===== src/rtl/stage_memory_pkg.sv =====
//------------------------------------------------------------------------------
// Module   : stage_memory_pkg
// Brief    : Shared opcode / ALU-op / state definitions for the memory stage
//            and the writeback-stage decoders that follow it.
// Revision : 1.0
//------------------------------------------------------------------------------
`default_nettype none

package stage_memory_pkg;

  // Instruction opcodes carried through the pipeline latches.
  typedef enum logic [4:0] {
    c_OP_R    = 5'b00000,
    c_OP_JAL  = 5'b00011,
    c_OP_ADDI = 5'b00101,
    c_OP_SW   = 5'b00111,
    c_OP_LW   = 5'b01000
  } opcode_t;

  // ALU operation codes carried alongside the opcode.
  typedef enum logic [4:0] {
    c_ALU_ADD = 5'd0,
    c_ALU_SUB = 5'd1,
    c_ALU_MUL = 5'd2,
    c_ALU_DIV = 5'd3
  } alu_op_t;

  // Data-memory handshake states.
  typedef enum logic [0:0] {
    ST_IDLE = 1'b0,
    ST_WAIT = 1'b1
  } hs_state_t;

  // M/W latch contents; all-zero is a bubble (add into r0, no exception).
  typedef struct packed {
    logic [4:0]  opcode;
    logic [4:0]  alu_op;
    logic [4:0]  rd;
    logic [31:0] o;
    logic [31:0] pc_plus_4;
    logic [4:0]  pc_upper_5;
    logic [26:0] target;
    logic [31:0] d;
    logic        exception;
  } mw_latch_t;

  // True when a valid instruction needs the data memory.
  function automatic logic is_mem_op(input logic valid, input logic [4:0] opcode);
    return valid & ((opcode == c_OP_LW) | (opcode == c_OP_SW));
  endfunction

endpackage

`default_nettype wire


===== src/rtl/dmem_handshake.sv =====
//------------------------------------------------------------------------------
// Module   : dmem_handshake
// Brief    : req/ack data-memory handshake FSM with timeout counter, request
//            registers, upstream stall and sticky bus_error.
// Revision : 1.0
//------------------------------------------------------------------------------
`default_nettype none

module dmem_handshake
  import stage_memory_pkg::*;
#(
  parameter int ADDR_W  = 12,
  parameter int TIMEOUT = 15
) (
  input  logic              clock,
  input  logic              reset,
  input  logic              i_mem_op,
  input  logic              i_is_store,
  input  logic [ADDR_W-1:0] i_addr,
  input  logic [31:0]       i_data,
  input  logic              i_ack,
  output logic              o_stall,
  output logic              o_idle,
  output logic              o_done,
  output logic              o_req,
  output logic              o_wren,
  output logic [ADDR_W-1:0] o_addr,
  output logic [31:0]       o_data,
  output logic              o_bus_error
);

  // Last count value in WAIT before the access is abandoned.
  localparam logic [7:0] c_LAST = 8'(TIMEOUT - 1);

  hs_state_t         r_state;
  logic [7:0]        r_count;
  logic              r_req;
  logic              r_wren;
  logic [ADDR_W-1:0] r_addr;
  logic [31:0]       r_data;
  logic              r_bus_error;

  logic w_in_wait;
  logic w_last;

  assign w_in_wait = (r_state == ST_WAIT);
  assign w_last    = (r_count == c_LAST);

  // Hold upstream while a request is being issued or still outstanding.
  always_comb begin
    o_stall = 1'b0;
    case (r_state)
      ST_IDLE: o_stall = i_mem_op;
      ST_WAIT: o_stall = ~i_ack & ~w_last;
      default: o_stall = 1'b0;
    endcase
  end

  // Handshake FSM: issue request, count wait cycles, finish on ack or timeout.
  always_ff @(posedge clock or negedge reset) begin
    if (!reset) begin
      r_state     <= ST_IDLE;
      r_count     <= '0;
      r_req       <= 1'b0;
      r_wren      <= 1'b0;
      r_addr      <= '0;
      r_data      <= '0;
      r_bus_error <= 1'b0;
    end else begin
      case (r_state)
        ST_IDLE: begin
          if (i_mem_op) begin
            r_state <= ST_WAIT;
            r_count <= '0;
            r_req   <= 1'b1;
            r_wren  <= i_is_store;
            r_addr  <= i_addr;
            r_data  <= i_data;
          end
        end
        ST_WAIT: begin
          if (i_ack) begin
            r_state <= ST_IDLE;
            r_req   <= 1'b0;
            r_wren  <= 1'b0;
          end else if (w_last) begin
            // Abort: result is dropped and the store is not retried.
            r_state     <= ST_IDLE;
            r_req       <= 1'b0;
            r_wren      <= 1'b0;
            r_bus_error <= 1'b1;
          end else begin
            r_count <= r_count + 8'd1;
          end
        end
        default: r_state <= ST_IDLE;
      endcase
    end
  end

  assign o_idle      = ~w_in_wait;
  assign o_done      = w_in_wait & i_ack;
  assign o_req       = r_req;
  assign o_wren      = r_wren;
  assign o_addr      = r_addr;
  assign o_data      = r_data;
  assign o_bus_error = r_bus_error;

endmodule

`default_nettype wire


===== src/rtl/stage_memory.sv =====
//------------------------------------------------------------------------------
// Module   : stage_memory
// Brief    : Pipeline memory stage: lw/sw via dmem handshake, upstream stall,
//            and the M/W latch that feeds writeback.
// Revision : 1.0
//------------------------------------------------------------------------------
`default_nettype none

module stage_memory
  import stage_memory_pkg::*;
#(
  parameter int ADDR_W  = 12,
  parameter int TIMEOUT = 15
) (
  input  logic              clock,
  input  logic              reset,
  input  logic              in_valid,
  input  logic [4:0]        in_opcode,
  input  logic [4:0]        in_ALU_op,
  input  logic [4:0]        in_rd,
  input  logic [31:0]       in_o,
  input  logic [31:0]       in_b,
  input  logic [31:0]       in_pc_plus_4,
  input  logic [4:0]        in_pc_upper_5,
  input  logic [26:0]       in_target,
  input  logic              in_exception,
  output logic              stall,
  output logic              req_dmem,
  output logic              wren_dmem,
  output logic [ADDR_W-1:0] address_dmem,
  output logic [31:0]       data_dmem,
  input  logic              ack_dmem,
  input  logic [31:0]       q_dmem,
  output logic [4:0]        out_opcode,
  output logic [4:0]        out_ALU_op,
  output logic [4:0]        out_rd,
  output logic [31:0]       out_o,
  output logic [31:0]       out_pc_plus_4,
  output logic [4:0]        out_pc_upper_5,
  output logic [26:0]       out_target,
  output logic [31:0]       out_d,
  output logic              out_exception,
  output logic              bus_error
);

  logic      w_mem_op;
  logic      w_is_store;
  logic      w_is_load;
  logic      w_idle;
  logic      w_done;
  logic      w_load_instr;
  logic [31:0] w_load_d;
  mw_latch_t r_mw;

  assign w_mem_op   = is_mem_op(in_valid, in_opcode);
  assign w_is_store = (in_opcode == c_OP_SW);
  assign w_is_load  = (in_opcode == c_OP_LW);

  dmem_handshake #(
    .ADDR_W  (ADDR_W),
    .TIMEOUT (TIMEOUT)
  ) u_dmem_handshake (
    .clock       (clock),
    .reset       (reset),
    .i_mem_op    (w_mem_op),
    .i_is_store  (w_is_store),
    .i_addr      (in_o[ADDR_W-1:0]),
    .i_data      (in_b),
    .i_ack       (ack_dmem),
    .o_stall     (stall),
    .o_idle      (w_idle),
    .o_done      (w_done),
    .o_req       (req_dmem),
    .o_wren      (wren_dmem),
    .o_addr      (address_dmem),
    .o_data      (data_dmem),
    .o_bus_error (bus_error)
  );

  // A real instruction retires either straight through or on its memory ack.
  assign w_load_instr = (w_idle & in_valid & ~w_mem_op) | w_done;
  assign w_load_d     = (w_done & w_is_load) ? q_dmem : 32'd0;

  // M/W latch: retiring instruction, otherwise a bubble.
  always_ff @(posedge clock or negedge reset) begin
    if (!reset) begin
      r_mw <= '0;
    end else if (w_load_instr) begin
      r_mw.opcode     <= in_opcode;
      r_mw.alu_op     <= in_ALU_op;
      r_mw.rd         <= in_rd;
      r_mw.o          <= in_o;
      r_mw.pc_plus_4  <= in_pc_plus_4;
      r_mw.pc_upper_5 <= in_pc_upper_5;
      r_mw.target     <= in_target;
      r_mw.d          <= w_load_d;
      r_mw.exception  <= in_exception;
    end else begin
      r_mw <= '0;
    end
  end

  assign out_opcode     = r_mw.opcode;
  assign out_ALU_op     = r_mw.alu_op;
  assign out_rd         = r_mw.rd;
  assign out_o          = r_mw.o;
  assign out_pc_plus_4  = r_mw.pc_plus_4;
  assign out_pc_upper_5 = r_mw.pc_upper_5;
  assign out_target     = r_mw.target;
  assign out_d          = r_mw.d;
  assign out_exception  = r_mw.exception;

endmodule

`default_nettype wire


===== config.mk =====
export PLATFORM = sky130hd
export DESIGN_NAME = stage_memory
export DESIGN_NICKNAME = d
export VERILOG_FILES = /design/src/rtl/stage_memory_pkg.sv /design/src/rtl/dmem_handshake.sv /design/src/rtl/stage_memory.sv
export SDC_FILE = /design/constraint.sdc
export NUM_CORES = 1
export LEC_CHECK = 0
export ABC_AREA = 0
export BUFFER_PORTS_ARGS = -buffer_cell sky130_fd_sc_hd__buf_2
export CAP_MARGIN = 30
export CORE_MARGIN = 2
export CORE_UTILIZATION = 32
export CTS_CLUSTER_DIAMETER = 200
export CTS_CLUSTER_SIZE = 8
export DETAILED_ROUTE_END_ITERATION = 16
export HOLD_SLACK_MARGIN = 0.05
export MAX_ROUTING_LAYER = met4
export SYNTH_ARGS = -nofsm -noshare
export SYNTH_HDL_FRONTEND = slang
export SYNTH_HIERARCHICAL = 1
export SYNTH_SLANG_ARGS = --single-unit

===== constraint.sdc =====
create_clock -name clock -period 2.7 [get_ports clock]
set_clock_uncertainty 0.05 [all_clocks]
set_input_delay 0.54 -clock clock [delete_from_list [all_inputs] [get_ports clock]]
set_output_delay 0.54 -clock clock [all_outputs]
set_load 0.05 [all_outputs]

==> results.md, run 1 <==
* Post-Syn Instances at ~580
* Max-cap viol count at 0
* Total grt overflow at 0
* Top layer reached by signal wires: met4
* Pin count of the biggest net entering global routing at 71
* Num rows at between 50 and 60
* RSZ-0062 raised after global routing: false
* Met3 wire len at 1.308 mm
* YS warnings at 6
* Pwr per Cell Area at between 700 and 800 nW/um^2
* Switching power at 0.002720 W
* CTS sink cnt at 200
* Metal-1 WL at 8.436 mm
* Overall power at between 0.007 and 0.008 W
* Initial antenna violation count at 4
* Worst skew pair latency at around 0.43 ns
* CP max stage cell: dfrtp_1
* Maximum vdd drop at 0.0004122 V
* CP Launch Type: flip-flop
* Ports at 372
* Placeable Area at roughly 22000 um^2
* Post-route ant nets at 0
* 1st-iter DRT viols at approximately 220
* CTS tree: done
* Die Y at 153.5 um
* Post-Syn Nets at 758
* Layout Nets at 1127
* Most frequent cells in the layout: buf_2 (369), dfrtp_1 (200), nand2_1 (139)
* Arr. time, crit path at 1.86 ns
* Routability Congestion at 0.7719
* Leak pwr at ~5.9 nW
* DR WL/cell at around 16 um
* Die area at between 20000 and 25000 um^2
* Final Routed Wirelength at 19.87 mm
* Synth-to-layout area growth at 38.22%
* FF+latch count, synth at 200
* Total track usage at 0.1742
* Vias in the first global route at between 5000 and 6000
* WP buf/inv at 2
* Biggest cell delay along the critical path at between 0.4 and 0.5 ns
* Inst Count DP at 1206
* Status: finished, final reports clean
* Pins Over Slew Limit at 0
* Detailed Place HPWL at about 14 mm
* Final setup violating endpoints at 0
* Gates resized, CTS repair at 0
* Initial Utilization at 0.3269
* DRT Pass-1 Iters at 4
* Syn_area_per_cell at between 10 and 15 um^2
* Clock root buffer: clkbuf_16
* Comb pwr share at 0.241
* Layout cells sized above 1 at 0.4524
* CP top delay family: simple AND/OR/NAND/NOR gates
* Sw Ratio at 0.3559
* Number of fill cells at 2104
* First-pass GRT wire length at approximately 31 mm
* Type of the worst setup path: flip-flop to output pin
* CTS max path bufs at 2
* Cell variety after synth at 39
* Seq/Total Area, Yosys at 0.6994
* Crit-path cells: inv_1, ha_1, nor3b_2, and2_4, o21ai_2, buf_12
* CP required at ~2.1 ns
* Clock transition at path regs at 0.08 ns
* CTS buffer count at 17
* Non-Filler Instances at ~1200
* Remaining DRCs at 0
* Setup TNS at 0 ns
* Sequential share of power at 0.446
* Fmax at about 0.41 GHz
* H-tree Lvls at 4
* Worst-Margin Slew at roughly 0.59 ns
* Hold_buf cts at 0
* Die width at 153.5 um
* Hold crit path type: input pin to async pin
* Clk pwr share at 0.314
* Final min period at 2.449 ns
* Rel. slew slack at 0.6065
* WL met2 at about 9.7 mm
* Crit. End Element: output pin
* I/O Buffers at around 370
* Critical path fanouts, max at 6
* Number of vias in the routed layout at 5478
* Most common cell after layout, fill and taps aside: buf_2
* Vias per inst at roughly 4.4
* Int Power at 0.004924 W
* Post-CTS setup buffers at 0
* Hold Vio Cnt, Final at 0
* Final worst path period share at 0.9072
* Post-Syn Area at slightly above 7000 um^2
* Final core utilization at 0.4518
[sequential cells by signal, summed over array words and instances (netlist names), 5 cells and up]
signal,flops
out_ALU_op,5
out_pc_plus_4,32
out_pc_upper_5,5
out_opcode,5
out_d,32
u_dmem_handshake/r_count,8
out_rd,5
u_dmem_handshake/o_data,32
out_o,32
out_target,27
u_dmem_handshake/o_addr,12
[power groups by stage]
stage / logic, W / clock network (W) / registers, W
global route: 0.00195 / 0.00260 / 0.00344
global placement: 0.00184 / 0 / 0.00346
finish: 0.00184 / 0.00240 / 0.00341
floorplan: 0.000289 / 0 / 0.00443
CTS: 0.00186 / 0.00249 / 0.00341
detailed placement: 0.00186 / 0 / 0.00345
[worst register-to-register path, stage by stage (launching register included)]
cell	delay [ns]
dfrtp_1	0.54
and2_2	0.28
nor2_1	0.18
o21ai_4	0.15
buf_12	0.21
buf_4	0.24
and3_1	0.17
[worst paths after layout]
kind | start | to | slack (ns) | depth (start not counted)
max | u_dmem_handshake/r_count[0]$_DFFE_PN0P_ | stall | 0.25 | 6
min | reset | u_dmem_handshake/o_addr[0]$_DFFE_PN0P_ | 0.06 | 1
min in group clock | in_b[6] | u_dmem_handshake/o_data[6]$_DFFE_PN0P_ | 0.24 | 3
max in group asynchronous | reset | out_pc_plus_4[27]$_DFF_PN0_ | 1.84 | 2
max reg2reg | u_dmem_handshake/r_state$_DFF_PN0_ | out_target[26]$_DFF_PN0_ | 0.77 | 6
min reg2reg | u_dmem_handshake/o_bus_error$_DFFE_PN0P_ | u_dmem_handshake/o_bus_error$_DFFE_PN0P_ | 0.41 | 1
[cells by family (layout without fill, tap and decap cells)]
kind of cell	count (synthesis)	after routing	share of synthesized area
AND/OR/NAND/NOR	307	307	0.2282
flip-flops	200	200	0.6994
buffers and inverters	45	424	0.04249
AO/OA/AOI/OAI	16	16	0.01801
multiplexers	6	6	0.008393
adder cells (fa/ha/maj)	2	2	0.003497
other	0	4	0
[per-layer routing]
metal,vias to the layer above,global-route usage
met1,2603,0.2162
met2,234,0.2783
li1,2617,-
met3,24,0.04369
met4,0,0.06204
met5,-,-
[stage by stage]
| stage | instance area, um^2 | worst slack (ns) | hold WS [ns] |
|---|---|---|---|
| final | 9891 | 0.2506 | 0.06219 |
| after global routing | 9891 | 0.09856 | 0.1022 |
| after CTS | 9881 | 0.2223 | 0.08356 |
| after detailed placement | 9343 | 0.3092 | 0.3975 |
| after global placement | 9343 | 0.2890 | 0.3897 |
| after floorplan | 7159 | 0.1366 | 0.1944 |
[area by class of cell]
type	instances	area (um^2)	area share
inverter	6	22.52	0.002277
antenna	4	10.01	0.001012
sequential	200	5005	0.5060
timing repair buffer	389	2103	0.2127
tap	280	350.3	0.03542
multi-input combinational	331	1862	0.1882
clock inverter	12	112.6	0.01139
clock buffer	17	425.4	0.04301
[cell usage after synthesis]
cell      number  area (um^2)
buf_6         15        168.9
nor3b_1        1        7.510
o221ai_1       1        8.760
and4b_4        1        13.76
and2_1        33        206.5
buf_4          4        30.03
nor3b_2        1        12.51
o21ai_2        1        8.760
nand4b_1       1        8.760
and2_4         1        8.760
or2_1          1        6.260
and4bb_4       1        16.27
a21o_1         2        15.01
o21ai_0        2        10.01
and2b_2        2        17.52
o31ai_1        2        15.01
o211a_1        2        20.02
inv_1          6        22.52
o32ai_1        1        8.760
nor3_1         3        15.01
and3_1       111        694.4
a21oi_1        1        5.000
nor4b_4        1        23.77
and2_2         1        7.510
nand4b_4       1        23.77
mux2i_1        6        60.06
a211o_1        2        17.52
clkbuf_1      14        52.55
nand2b_1       2        12.51
and3b_1        1        8.760
a211oi_1       1        7.510
dfrtp_1      200         5005
ha_1           2        25.02
buf_2          6        30.03
nor2_1         3        11.26
a211oi_2       1        12.51
nand2_1      139        521.8
nand3_1        2        10.01
nor2b_1        1        6.260
No activity file was read; power rests on OpenSTA's default activity.
==> run 2: changes to the inputs <==
--- a/config.mk
+++ b/config.mk
@@ -10,6 +10,7 @@
 export CAP_MARGIN = 30
 export CORE_MARGIN = 2
 export CORE_UTILIZATION = 32
+export CTS_BUF_LIST = sky130_fd_sc_hd__clkbuf_8
 export CTS_CLUSTER_DIAMETER = 200
 export CTS_CLUSTER_SIZE = 8
 export DETAILED_ROUTE_END_ITERATION = 16
==> constraint.sdc (replaced) <==
create_clock -name clock -period 2.55 [get_ports clock]
set_clock_uncertainty 0.05 [all_clocks]
set_input_delay 0.51 -clock clock [delete_from_list [all_inputs] [get_ports clock]]
set_output_delay 0.51 -clock clock [all_outputs]
set_load 0.05 [all_outputs]
==> run 2 against run 1 <==
- hold slack gained 0.11 ns
- wire length shrank 0.68%
- total power grew 0.20%
- flip-flop and latch count is the same
- global-route usage shrank 0.38 points
- critical endpoint unchanged
==> results.md, run 2 (synthesis gave the netlist of run 1 again) <==
* Status: finished, final reports clean (unchanged)
* Final Routed Wirelength at 19.74 mm (was 19.87 mm)
* Vias in the first global route at 5644 (was 5677)
* Die width at 153.5 um (unchanged)
* Number of vias in the routed layout at 5549 (was 5478)
* Rel. slew slack at 0.6496 (was 0.6065)
* Final setup violating endpoints at 0 (unchanged)
* Maximum vdd drop at 0.0004182 V (was 0.0004122 V)
* Synth-to-layout area growth at 36.37% (was 38.22%)
* Worst skew pair latency at 0.46 ns (was 0.43 ns)
* Type of the worst setup path: flip-flop to output pin (unchanged)
* CTS sink cnt at 200 (unchanged)
* Layout cells sized above 1 at 0.4530 (was 0.4524)
* Clock transition at path regs at 0.12 ns (was 0.08 ns)
* H-tree Lvls at 4 (unchanged)
* Hold crit path type: input pin to flip-flop (was input pin to async pin)
* CTS buffer count at 17 (unchanged)
* Layout Nets at 1127 (unchanged)
* Setup TNS at 0 ns (unchanged)
* CP required at 1.99 ns (was 2.11 ns)
* Multi-input logic area at 1868 um^2 (was 1862 um^2)
* Clk pwr share at 0.273 (was 0.314)
* Pins Over Slew Limit at 0 (unchanged)
* Number of fill cells at 2100 (was 2104)
* CTS max path bufs at 2 (unchanged)
* First-pass GRT wire length at 30.37 mm (was 31.22 mm)
* Total grt overflow at 0 (unchanged)
* Initial Utilization at 0.3269 (unchanged)
* 1st-iter DRT viols at 285 (was 221)
* Clock root buffer: clkbuf_8 (was clkbuf_16)
* Sw Ratio at 0.3762 (was 0.3559)
* Critical path fanouts, max at 6 (unchanged)
* Arr. time, crit path at 1.82 ns (was 1.86 ns)
* Crit. End Element: output pin (unchanged)
* DRT Pass-1 Iters at 4 (unchanged)
* Post-route ant nets at 0 (unchanged)
* Final min period at approximately 2.4 ns
* Switching power at 0.002881 W (was 0.002720 W)
* Ports at 372 (unchanged)
* Comb pwr share at 0.255 (was 0.241)
* Routability Congestion at 0.7617 (was 0.7719)
* Worst-Margin Slew at 0.5256 ns (was 0.5903 ns)
* Detailed Place HPWL at 14.31 mm (was 14.30 mm)
* Die area at 23570 um^2 (unchanged)
* Fmax at 0.4202 GHz
* Pin count of the biggest net entering global routing at 70 (was 71)
* Initial antenna violation count at 1 (was 4)
* Pwr per Cell Area at 785.0 nW/um^2 (was 772.9 nW/um^2)
* RSZ-0062 raised after global routing: false (unchanged)
* Die Y at 153.5 um (unchanged)
* I/O Buffers at 371 (unchanged)
* Int Power at 0.004778 W (was 0.004924 W)
* Most frequent cells in the layout: buf_2 (369), dfrtp_1 (199), nand2_1 (139) (was buf_2 (369), dfrtp_1 (200), nand2_1 (139))
* CP Launch Type: flip-flop (unchanged)
* Leak pwr at 5.868 nW (was 5.924 nW)
* DR WL/cell at 15.93 um (was 16.04 um)
* Sequential share of power at 0.471 (was 0.446)
* Total track usage at 0.1703 (was 0.1742)
* Seq. cell area at 5006 um^2 (was 5005 um^2)
* Remaining DRCs at 0 (unchanged)
* Placeable Area at 21890 um^2 (unchanged)
* Max-cap viol count at 0 (unchanged)
* Hold Vio Cnt, Final at 0 (unchanged)
* CTS tree: done (unchanged)
* Vias per inst at 4.479 (was 4.421)
* Hold WS at 0.1707 ns (was 0.06219 ns)
* Most common cell after layout, fill and taps aside: buf_2 (unchanged)
* Num rows at 54 (unchanged)
* Final worst path period share at 0.9332
-- run 2: critical path: stages (launching register included) --
cell and delay (ns):
dfrtp_2 0.43, inv_1 0.06, ha_1 0.19, nor3b_4 0.15
and2_4 0.17, o21ai_2 0.19, buf_12 0.17
-- run 2: layout make-up --
type,count,area share
Clock buffer,17,0.02398
Inverter,6,0.002308
Multi-Input combinational cell,331,0.1914
Tap cell,280,0.03590
Timing Repair Buffer,389,0.2145
Clock inverter,15,0.01859
Antenna cell,1,0.0002564
Sequential cell,200,0.5130
-- run 2: metrics by stage --
stage / setup WS, ns / area [um^2] / total power (W) / std cells / util
after floorplan: 0.04658 / 7159 / 0.004997 / 576 / -
after global placement: 0.1878 / 9315 / 0.005611 / 1204 / 0.4255
after detailed placement: 0.2164 / 9315 / 0.005630 / 1204 / 0.4255
after CTS: 0.02083 / 9741 / 0.007753 / 1237 / 0.4450
after global routing: 0.03042 / 9758 / 0.008041 / 1239 / 0.4458
final: 0.1703 / 9758 / 0.007660 / 1239 / 0.4458
-- run 2: power groups by stage --
| stage | combinational [W] | clock [W] | sequential (W) |
|---|---|---|---|
| 2_1_floorplan | 0.000306 | 0 | 0.00469 |
| 3_3_place_gp | 0.00194 | 0 | 0.00367 |
| 3_5_place_dp | 0.00197 | 0 | 0.00366 |
| 4_1_cts | 0.00196 | 0.00218 | 0.00361 |
| 5_1_grt | 0.00207 | 0.00231 | 0.00365 |
| 6_report | 0.00196 | 0.00209 | 0.00361 |
-- run 2: what timing repair did --
item                       4_1_cts  5_1_grt
hold buffers                     1        0
gates resized for setup          0        2
buffers inserted                 0        1
setup endpoints to repair        0        1
hold endpoints to repair        45        0
-- run 2: worst paths after layout --
kind | start | endpoint | slack [ns] | cells after the start
worst max-delay path | u_dmem_handshake/r_count[0]$_DFFE_PN0P_ | stall | 0.17 | 6
worst min-delay path | in_b[27] | u_dmem_handshake/o_data[27]$_DFFE_PN0P_ | 0.17 | 3
worst max register to register | u_dmem_handshake/r_state$_DFF_PN0_ | out_target[9]$_DFF_PN0_ | 0.68 | 4
worst min register to register | u_dmem_handshake/o_bus_error$_DFFE_PN0P_ | u_dmem_handshake/o_bus_error$_DFFE_PN0P_ | 0.42 | 1
max in group asynchronous | reset | out_pc_plus_4[21]$_DFF_PN0_ | 1.30 | 3
min in group asynchronous | reset | u_dmem_handshake/o_data[27]$_DFFE_PN0P_ | 0.48 | 2
-- run 2: metal layers --
metal  wire [um]  vias to the layer above  part of all wire  GRT usage
li1            -                     2603                 -          -
met1        8063                     2655              0.41     0.2078
met2        9622                      263              0.49     0.2707
met5           0                        -                 0          -
met4         427                        0             0.022    0.05941
met3        1624                       28             0.082    0.05101
